`src/rtl/sync_fifo_pkg.sv`:
```
`default_nettype none
// ============================================================================
// Module   : sync_fifo_pkg
// Purpose  : Shared helpers and types for the single-clock masked FIFO.
//            fifo_addr_w / fifo_lvl_w give the pointer and level widths for a
//            given depth. fifo_status_t bundles the status and sticky error
//            flags into one word so a monitor can compare them in one step.
// Revision : 1.0 - initial release
// ============================================================================
package sync_fifo_pkg;

    // Pointer width. A depth of 1 still gets one address bit.
    function automatic int fifo_addr_w(input int depth);
        return (depth > 1) ? $clog2(depth) : 1;
    endfunction

    // One extra bit over the pointer so the level can reach DEPTH.
    function automatic int fifo_lvl_w(input int depth);
        return fifo_addr_w(depth) + 1;
    endfunction

    typedef struct packed {
        logic full;
        logic empty;
        logic almost_full;
        logic almost_empty;
        logic overflow;
        logic underflow;
    } fifo_status_t;

endpackage
`default_nettype wire

```
`src/rtl/sync_fifo_ctrl_mask_ram.sv`:
```
`default_nettype none
// ============================================================================
// Module   : fifo_mask_ram
// Purpose  : DEPTH x DATA_WIDTH register array with a per-bit masked write
//            port and a combinational read port. Contents are not reset.
// Ports    : clk       - clock
//            i_we      - write enable
//            i_waddr   - write address
//            i_wdata   - write data
//            i_wmask   - per-bit write enable (1 = update that bit)
//            i_raddr   - read address
//            o_rdata   - read data (combinational)
// Revision : 1.0 - initial release
// ============================================================================
module fifo_mask_ram #(
    parameter int DEPTH      = 8,
    parameter int DATA_WIDTH = 12,
    parameter int ADDR_W     = 3
) (
    input  logic                  clk,
    input  logic                  i_we,
    input  logic [ADDR_W-1:0]     i_waddr,
    input  logic [DATA_WIDTH-1:0] i_wdata,
    input  logic [DATA_WIDTH-1:0] i_wmask,
    input  logic [ADDR_W-1:0]     i_raddr,
    output logic [DATA_WIDTH-1:0] o_rdata
);

    logic [DATA_WIDTH-1:0] r_mem [DEPTH];

    // Unmasked bits keep whatever the slot held before.
    always_ff @(posedge clk) begin
        if (i_we) begin
            r_mem[i_waddr] <= (r_mem[i_waddr] & ~i_wmask) | (i_wdata & i_wmask);
        end
    end

    assign o_rdata = r_mem[i_raddr];

endmodule
`default_nettype wire

```
`src/rtl/sync_fifo_ctrl.sv`:
```
`default_nettype none
// ============================================================================
// Module   : sync_fifo_ctrl
// Purpose  : Single-clock parametrised FIFO with per-bit masked writes,
//            optional first-word-fall-through read, live fill level,
//            synchronous flush, threshold flags and sticky error flags.
// Ports    : clk, rst_n                 - clock, async active-low reset
//            fifo_enable                - gates wr_en / rd_en
//            flush                      - synchronous empty-out
//            wr_en, wr_data, wr_mask    - masked write request
//            rd_en, rd_data, rd_valid   - read request / returned word
//            almost_full_limit          - free-slot threshold
//            almost_empty_limit         - occupancy threshold
//            fifo_level                 - current occupancy
//            fifo_full/empty/almost_*   - status flags from the level
//            overflow, underflow, clr_err - sticky error flags and clear
// Revision : 1.0 - initial release
// ============================================================================
module sync_fifo_ctrl
    import sync_fifo_pkg::*;
#(
    parameter  int DEPTH      = 8,
    parameter  int DATA_WIDTH = 12,
    parameter  int FWFT       = 0,
    localparam int ADDR_W     = fifo_addr_w(DEPTH),
    localparam int LVL_W      = fifo_lvl_w(DEPTH)
) (
    input  logic                  clk,
    input  logic                  rst_n,
    input  logic                  fifo_enable,
    input  logic                  flush,
    input  logic                  wr_en,
    input  logic [DATA_WIDTH-1:0] wr_data,
    input  logic [DATA_WIDTH-1:0] wr_mask,
    input  logic                  rd_en,
    output logic [DATA_WIDTH-1:0] rd_data,
    output logic                  rd_valid,
    input  logic [LVL_W-1:0]      almost_full_limit,
    input  logic [LVL_W-1:0]      almost_empty_limit,
    output logic [LVL_W-1:0]      fifo_level,
    output logic                  fifo_full,
    output logic                  fifo_empty,
    output logic                  fifo_almost_full,
    output logic                  fifo_almost_empty,
    output logic                  overflow,
    output logic                  underflow,
    input  logic                  clr_err
);

    localparam logic [LVL_W-1:0] C_DEPTH_LVL = LVL_W'(DEPTH);
    localparam logic [LVL_W:0]   C_DEPTH_EXT = (LVL_W+1)'(DEPTH);

    logic [ADDR_W-1:0]     r_wptr;
    logic [ADDR_W-1:0]     r_rptr;
    logic [LVL_W-1:0]      r_level;
    logic [LVL_W-1:0]      w_level_nxt;
    logic                  r_overflow;
    logic                  r_underflow;
    logic                  w_wr_acc;
    logic                  w_rd_acc;
    logic                  w_ovf_set;
    logic                  w_unf_set;
    logic [LVL_W:0]        w_af_sum;
    logic [DATA_WIDTH-1:0] w_ram_rdata;

    // ------------------------------------------------------------------
    // Status flags, all derived from the registered level
    // ------------------------------------------------------------------
    assign fifo_level        = r_level;
    assign fifo_full         = (r_level == C_DEPTH_LVL);
    assign fifo_empty        = (r_level == '0);
    // Extra bit keeps the sum from wrapping, so any limit >= DEPTH
    // saturates the flag high on its own.
    assign w_af_sum          = {1'b0, r_level} + {1'b0, almost_full_limit};
    assign fifo_almost_full  = (w_af_sum >= C_DEPTH_EXT);
    assign fifo_almost_empty = (r_level <= almost_empty_limit);

    // ------------------------------------------------------------------
    // Request acceptance; flush overrides both directions
    // ------------------------------------------------------------------
    assign w_wr_acc  = wr_en & fifo_enable & ~fifo_full  & ~flush;
    assign w_rd_acc  = rd_en & fifo_enable & ~fifo_empty & ~flush;
    assign w_ovf_set = wr_en & fifo_enable &  fifo_full  & ~flush;
    assign w_unf_set = rd_en & fifo_enable &  fifo_empty & ~flush;

    always_comb begin
        w_level_nxt = r_level;
        if (w_wr_acc && !w_rd_acc) begin
            w_level_nxt = r_level + LVL_W'(1);
        end else if (!w_wr_acc && w_rd_acc) begin
            w_level_nxt = r_level - LVL_W'(1);
        end
    end

    // ------------------------------------------------------------------
    // Pointers and level
    // ------------------------------------------------------------------
    always_ff @(posedge clk or negedge rst_n) begin
        if (!rst_n) begin
            r_wptr  <= '0;
            r_rptr  <= '0;
            r_level <= '0;
        end else if (flush) begin
            r_wptr  <= '0;
            r_rptr  <= '0;
            r_level <= '0;
        end else begin
            if (w_wr_acc) begin
                r_wptr <= r_wptr + ADDR_W'(1);
            end
            if (w_rd_acc) begin
                r_rptr <= r_rptr + ADDR_W'(1);
            end
            r_level <= w_level_nxt;
        end
    end

    // ------------------------------------------------------------------
    // Sticky error flags: a new set wins over a clear in the same cycle.
    // Flush leaves them alone (the set terms already exclude flush).
    // ------------------------------------------------------------------
    always_ff @(posedge clk or negedge rst_n) begin
        if (!rst_n) begin
            r_overflow  <= 1'b0;
            r_underflow <= 1'b0;
        end else begin
            r_overflow  <= w_ovf_set | (r_overflow  & ~clr_err);
            r_underflow <= w_unf_set | (r_underflow & ~clr_err);
        end
    end

    assign overflow  = r_overflow;
    assign underflow = r_underflow;

    // ------------------------------------------------------------------
    // Storage
    // ------------------------------------------------------------------
    fifo_mask_ram #(
        .DEPTH      (DEPTH),
        .DATA_WIDTH (DATA_WIDTH),
        .ADDR_W     (ADDR_W)
    ) u_ram (
        .clk     (clk),
        .i_we    (w_wr_acc),
        .i_waddr (r_wptr),
        .i_wdata (wr_data),
        .i_wmask (wr_mask),
        .i_raddr (r_rptr),
        .o_rdata (w_ram_rdata)
    );

    // ------------------------------------------------------------------
    // Read path
    // ------------------------------------------------------------------
    generate
        if (FWFT != 0) begin : g_fwft
            // Head word is always on the output; popping advances rptr and
            // the next word shows up as soon as the pointer moves.
            assign rd_data  = w_ram_rdata;
            assign rd_valid = ~fifo_empty;
        end else begin : g_reg_read
            logic [DATA_WIDTH-1:0] r_rd_data;
            logic                  r_rd_valid;

            // rd_data holds its last value between reads; only the
            // valid strobe drops.
            always_ff @(posedge clk or negedge rst_n) begin
                if (!rst_n) begin
                    r_rd_data  <= '0;
                    r_rd_valid <= 1'b0;
                end else if (flush) begin
                    r_rd_valid <= 1'b0;
                end else if (w_rd_acc) begin
                    r_rd_data  <= w_ram_rdata;
                    r_rd_valid <= 1'b1;
                end else begin
                    r_rd_valid <= 1'b0;
                end
            end

            assign rd_data  = r_rd_data;
            assign rd_valid = r_rd_valid;
        end
    endgenerate

endmodule
`default_nettype wire

```
`config.mk`:
```
export PLATFORM = sky130hd
export DESIGN_NAME = sync_fifo_ctrl
export DESIGN_NICKNAME = d
export VERILOG_FILES = /design/src/rtl/sync_fifo_pkg.sv /design/src/rtl/sync_fifo_ctrl_mask_ram.sv /design/src/rtl/sync_fifo_ctrl.sv
export SDC_FILE = /design/constraint.sdc
export NUM_CORES = 1
export LEC_CHECK = 0
export BUFFER_PORTS_ARGS = -buffer_cell sky130_fd_sc_hd__buf_2
export CAP_MARGIN = 20
export CORE_ASPECT_RATIO = 2
export CORE_MARGIN = 3
export CORE_UTILIZATION = 55
export DETAILED_ROUTE_END_ITERATION = 7
export PLACE_DENSITY = 0.75
export SETUP_SLACK_MARGIN = 0.02
export SYNTH_ARGS = -nofsm -noshare
export SYNTH_HDL_FRONTEND = slang
export SYNTH_SLANG_ARGS = --single-unit
```
`constraint.sdc`:
```
create_clock -name clk -period 5.7 [get_ports clk]
set_input_delay 0.57 -clock clk [delete_from_list [all_inputs] [get_ports clk]]
set_output_delay 0.57 -clock clk [all_outputs]
set_load 0.05 [all_outputs]
```
======== Word level (Yosys, flattened, before mapping) ========
Memory sizes are Yosys's and may differ from the RTL's. A register that Yosys moved wholly into a read port is not among the register bits.
Index checks and enable logic that the tools add are counted.
word-level totals
  register bits ........................... 13
  bits in writable memories ............... 96
  word-level logic and storage cells ...... 58
  memories ................................ 1
memories
  name         words  width  read ports  clocked after memory_dff  write ports  RTL line                       RTL
  u_ram.r_mem  8      12     2           1                         1            sync_fifo_ctrl_mask_ram.sv:29  logic [DATA_WIDTH-1:0] r_mem [DEPTH];
operators by class
  $add $sub $neg .......................... 5
  order comparisons ....................... 2
  eq/ne operators ......................... 1
  multiplexer cells ....................... 11
  bitwise gates (word level) .............. 22
  reduce and logical (&&, ||, !) cells .... 10
operators with widths
  kind                                                                                 count
  12-bit bitwise AND                                                                   2
  1-bit bitwise AND                                                                    12
  3-bit two-way mux                                                                    4
  4-bit two-way mux                                                                    3
  12-bit NOT                                                                           1
  12-bit OR                                                                            1
  3-bit by 1-bit adder with 3-bit output, second input constant                        2
  4-bit by 4-bit adder with 5-bit output                                               1
  5-bit by 4-bit greater-or-equal comparator with 1-bit output, second input constant  1
  4-bit by 1-bit adder with 4-bit output, second input constant                        1
  4-bit == test, second input constant                                                 1
  4-bit <= comparator                                                                  1
  4-bit zero test                                                                      1
  1-bit two-way mux                                                                    4
  1-bit NOT                                                                            4
  2-bit nonzero test                                                                   2
  4-bit by 1-bit subtractor with 4-bit output, second input constant                   1
  1-bit zero test                                                                      3
  3-bit nonzero test                                                                   1
  1-bit logical AND                                                                    2
  1-bit OR                                                                             2
  2-bit AND reduction                                                                  1

======== Depth between registers and ports, before layout ========
  depth in word-level cells ............... 9
  mapped depth ............................ 9
  gate-level depth less buffers ........... 9

======== Hierarchy ========
From an unflattened synthesis, not the netlist that was laid out.
unflattened totals
  cell total of the unflattened synthesis .. 411
  area total of the unflattened synthesis .. 6139.6 um^2
by module, submodules not included
  module          times used  cells an instance  area each (um^2)  sequential area each (um^2)
  fifo_mask_ram   1           283                4727.0            2882.8
  sync_fifo_ctrl  1           128                1412.6            625.6

======== Worst setup path after synthesis ========
Ideal clock, no wire load.
  kind .................................... reg-to-reg
  from .................................... register r_level[1] (netlist: fifo_level[1])
  to ...................................... memory u_ram.r_mem[0][0] (enable)
  data arrival time ....................... 3.259 ns
  data required time ...................... 5.288 ns
  path slack .............................. 2.028 ns
  stages on the path, launching flop included .. 5
  path buffers ............................ 0
  period minus slack after synthesis ...... 3.672 ns
  cells stage by stage .................... dfrtp_1 -> or4b_1 -> clkinv_1 -> or3_1 -> nor4_1
on the way
  longest elaborated chain between the ends .. 6
ends and longest elaborated chain
  element                                  RTL line                       RTL
  start: declaration                       sync_fifo_ctrl.sv:55           logic [LVL_W-1:0] r_level;
  start signal: assignment                 sync_fifo_ctrl.sv:114          r_level <= w_level_nxt;
  4-bit == test                            sync_fifo_ctrl.sv:70           assign fifo_full = (r_level == C_DEPTH_LVL);
  via fifo_full                            sync_fifo_ctrl.sv:41           output logic fifo_full,
  1-bit NOT                                sync_fifo_ctrl.sv:81           assign w_wr_acc = wr_en & fifo_enable & ~fifo_full & ~flush;
  1-bit bitwise AND (2 in series)          sync_fifo_ctrl.sv:81
  1-bit two-way mux                        sync_fifo_ctrl_mask_ram.sv:33  if (i_we) begin
  1-bit two-way mux (not written as such)  sync_fifo_ctrl_mask_ram.sv:34  r_mem[i_waddr] <= (r_mem[i_waddr] & ~i_wmask) | (i_wdata & i_wmask);
  end: declaration                         sync_fifo_ctrl_mask_ram.sv:29
The timed path passes the listed nets, and every way through them passes these cells.

======== Worst setup path after layout ========
  from .................................... register r_level[3] (netlist: fifo_level[3])
  to ...................................... memory u_ram.r_mem[0][10] (enable)
on the way
  longest elaborated chain between the ends .. 6
ends and longest elaborated chain
  element                                  RTL line
  4-bit == test                            sync_fifo_ctrl.sv:70
  1-bit NOT                                sync_fifo_ctrl.sv:81
  1-bit bitwise AND (2 in series)          sync_fifo_ctrl.sv:81
  1-bit two-way mux                        sync_fifo_ctrl_mask_ram.sv:33
  1-bit two-way mux (not written as such)  sync_fifo_ctrl_mask_ram.sv:34
No other way between the ends.

==> run metrics <==
antenna violations before repair 0; syn_area_per_cell 16.0 um^2; number of vias per cell 6.07; Post-CTS Resized 0; Main synth FF type edfxtp_1; Final Max Tran Viols 0; flops & latches, synth 121; Worst Skew 9.95 ps; buffer count from post-CTS setup fixing 0; sequential area share after synthesis 0.600; M2 GR Usage 0.428; PwrDens 404 nW/um^2; First DRT Iteration DRCs 248; Final Setup Violations 0; Area contributors post-synth edfxtp_1 49%, mux4_2 18%, dfrtp_1 11%, mux2i_1 4.6%, ha_1 2.6%; Die W 78.9 um; final period utilization 0.513; NetSw 897 uW; Yosys top cell area share 0.493; syn_nets 418; WL/cell 22.6 um; final hold vios 0; Post-Syn Area 5850 um^2; TritonCTS buffer count 17; most frequent cells after synthesis 96 x edfxtp_1, 48 x mux4_2, 29 x nor2_1; Clk pwr share 0.383; Power, Total 2.82 mW; floorplan core area 10,300 um^2; drt pass-1 iters 5; crit path DAT 3050 ps; Max Clk Rate 342 MHz; CTS sink cnt 121; GRT Util Overall 0.238; CTS H-tree depth 4; Detailed Route WL 13,200 um; die area 12,000 um^2; final design utilization 0.679; met3 Resource Use GR 0.0515; # hold bufs at CTS 0; Syn-to-layout area delta 19.3%; number of global-route vias before repair 3,831; async set or reset register ratio after synthesis 0.207; Clock Tree Root clkbuf_16; Int Pwr 1.92 mW; met1 Track Usage GR 0.266; Synth area leader edfxtp_1; final RePlAce weighted congestion 0.801; Synth Warn # 0; most frequent cell after synthesis edfxtp_1; share of layout cells above drive strength 1 0.356; DRC viols 0; Critical Path RT 5820 ps; clock slew at reported path FFs 60 ps; Clock Tree Buf Depth 2; Place WS 2840 ps; gr busiest metal met2; Die Y 152 um; worst-margin pin slew 1030 ps; Starting Density 0.569; first-pass GRT wire length 20,700 um; CP Max Fanout 8; TNS Setup 0 ps; final net count 489; IO buf count 61; count of cell types in the netlist 36; CP Capture Type flop; hpwl dp 8700 um; Startpoint Class flop; num rows 52; Leakage Power 2.45 nW; largest net degree at the start of global routing 32; Max IR drop VDD 0.000286 V; DR vias 3,546; power share of the combinational group 0.233; worst hold path class input port to async pin; I/O pin count 62; fin crit period 2930 ps; Max Cap Violations 0; WS Path Type flop to flop; Reg power frac 0.384; Cells after Synth 365; CTS tree done; outcome finished, final reports clean; GRT overflow 0; RSZ-0062 raised after global routing no; reg2reg path depth 5; diode count 0; number of flops mapped to enable cells by yosys 96; Routed Antenna Nets 0; sw frac 0.318; final worst slack 2770 ps; Rel. slew slack 0.308; latest clock arrival within the worst-skew pair 420 ps
[routing by layer]
| metal | share of wire | vias to the layer above |
|---|---|---|
| li1 | - | 1589 |
| met1 | 0.35 | 1782 |
| met2 | 0.57 | 151 |
| met3 | 0.053 | 24 |
| met4 | 0.026 | 0 |
| met5 | 0 | - |
[cell usage in the layout, fill, tap and decap left out, types with 3 or more instances in the layout]
cell	count
edfxtp_1	96
buf_2	61
mux4_2	48
nor2_1	28
mux2i_1	27
dfrtp_1	24
nand2_1	21
a21oi_1	19
o21ai_0	17
clkbuf_16	17
ha_1	12
inv_1	11
buf_4	8
xnor2_1	4
nor3_1	3
inv_6	3
clkinvlp_4	3
bufinv_16	3
clkinv_2	3
[stage by stage]
stage               instances  instance area, um^2  hold slack, ps
global placement          548                 6310             505
floorplan                 365                 5850             274
finish                    584                 6980             182
detailed placement        551                 6360             516
CTS                       583                 6970             183
global route              584                 6980             211
[worst max-delay path, cell delays in order (launching register included)]
cell,delay [ps]
dfrtp_1,480
or4b_1,300
clkinv_1,240
or3_1,500
nor4_2,800
buf_4,300
[flip-flops by register name (all words and copies together) (netlist names)]
signal       flops
r_rptr           3
overflow         1
rd_data         12
rd_valid         1
r_wptr           3
u_ram.r_mem     96
underflow        1
fifo_level       4
[cells by family after synthesis]
logic type,count (synthesis),synth area share
buffers and inverters,33,0.0227
adder cells (fa/ha/maj),14,0.0325
flip-flops,121,0.600
XOR/XNOR,4,0.00599
AND/OR/NAND/NOR,72,0.0584
multiplexers,75,0.231
AO/OA/AOI/OAI,46,0.0500
[power by group through the flow]
stage	clock network (mW)	logic (mW)	registers, mW
floorplan	0	0.324	1.26
global placement	0	0.640	1.10
detailed placement	0	0.657	1.10
CTS	1.10	0.661	1.08
global route	1.13	0.709	1.09
finish	1.08	0.658	1.08
[final timing paths]
path	slack (ps)	from	end
setup / recovery	2770	fifo_level[3]	u_ram.r_mem[0][10]
hold / removal	180	rst_n	overflow
setup reg to reg	2770	fifo_level[3]	u_ram.r_mem[0][10]
hold reg to reg	520	rd_data[6]	rd_data[6]
max in group asynchronous	5050	rst_n	r_wptr[1]
min in group clk	360	clr_err	overflow
[area by class of cell]
cell class	instances	area, um^2
timing repair buffer	73	430
clock inverter	15	175
multi-input combinational	211	2230
clock buffer	17	425
inverter	12	45.0
sequential	121	3510
fill	706	3300
tap	135	169
(Power assumes the default switching activity.)
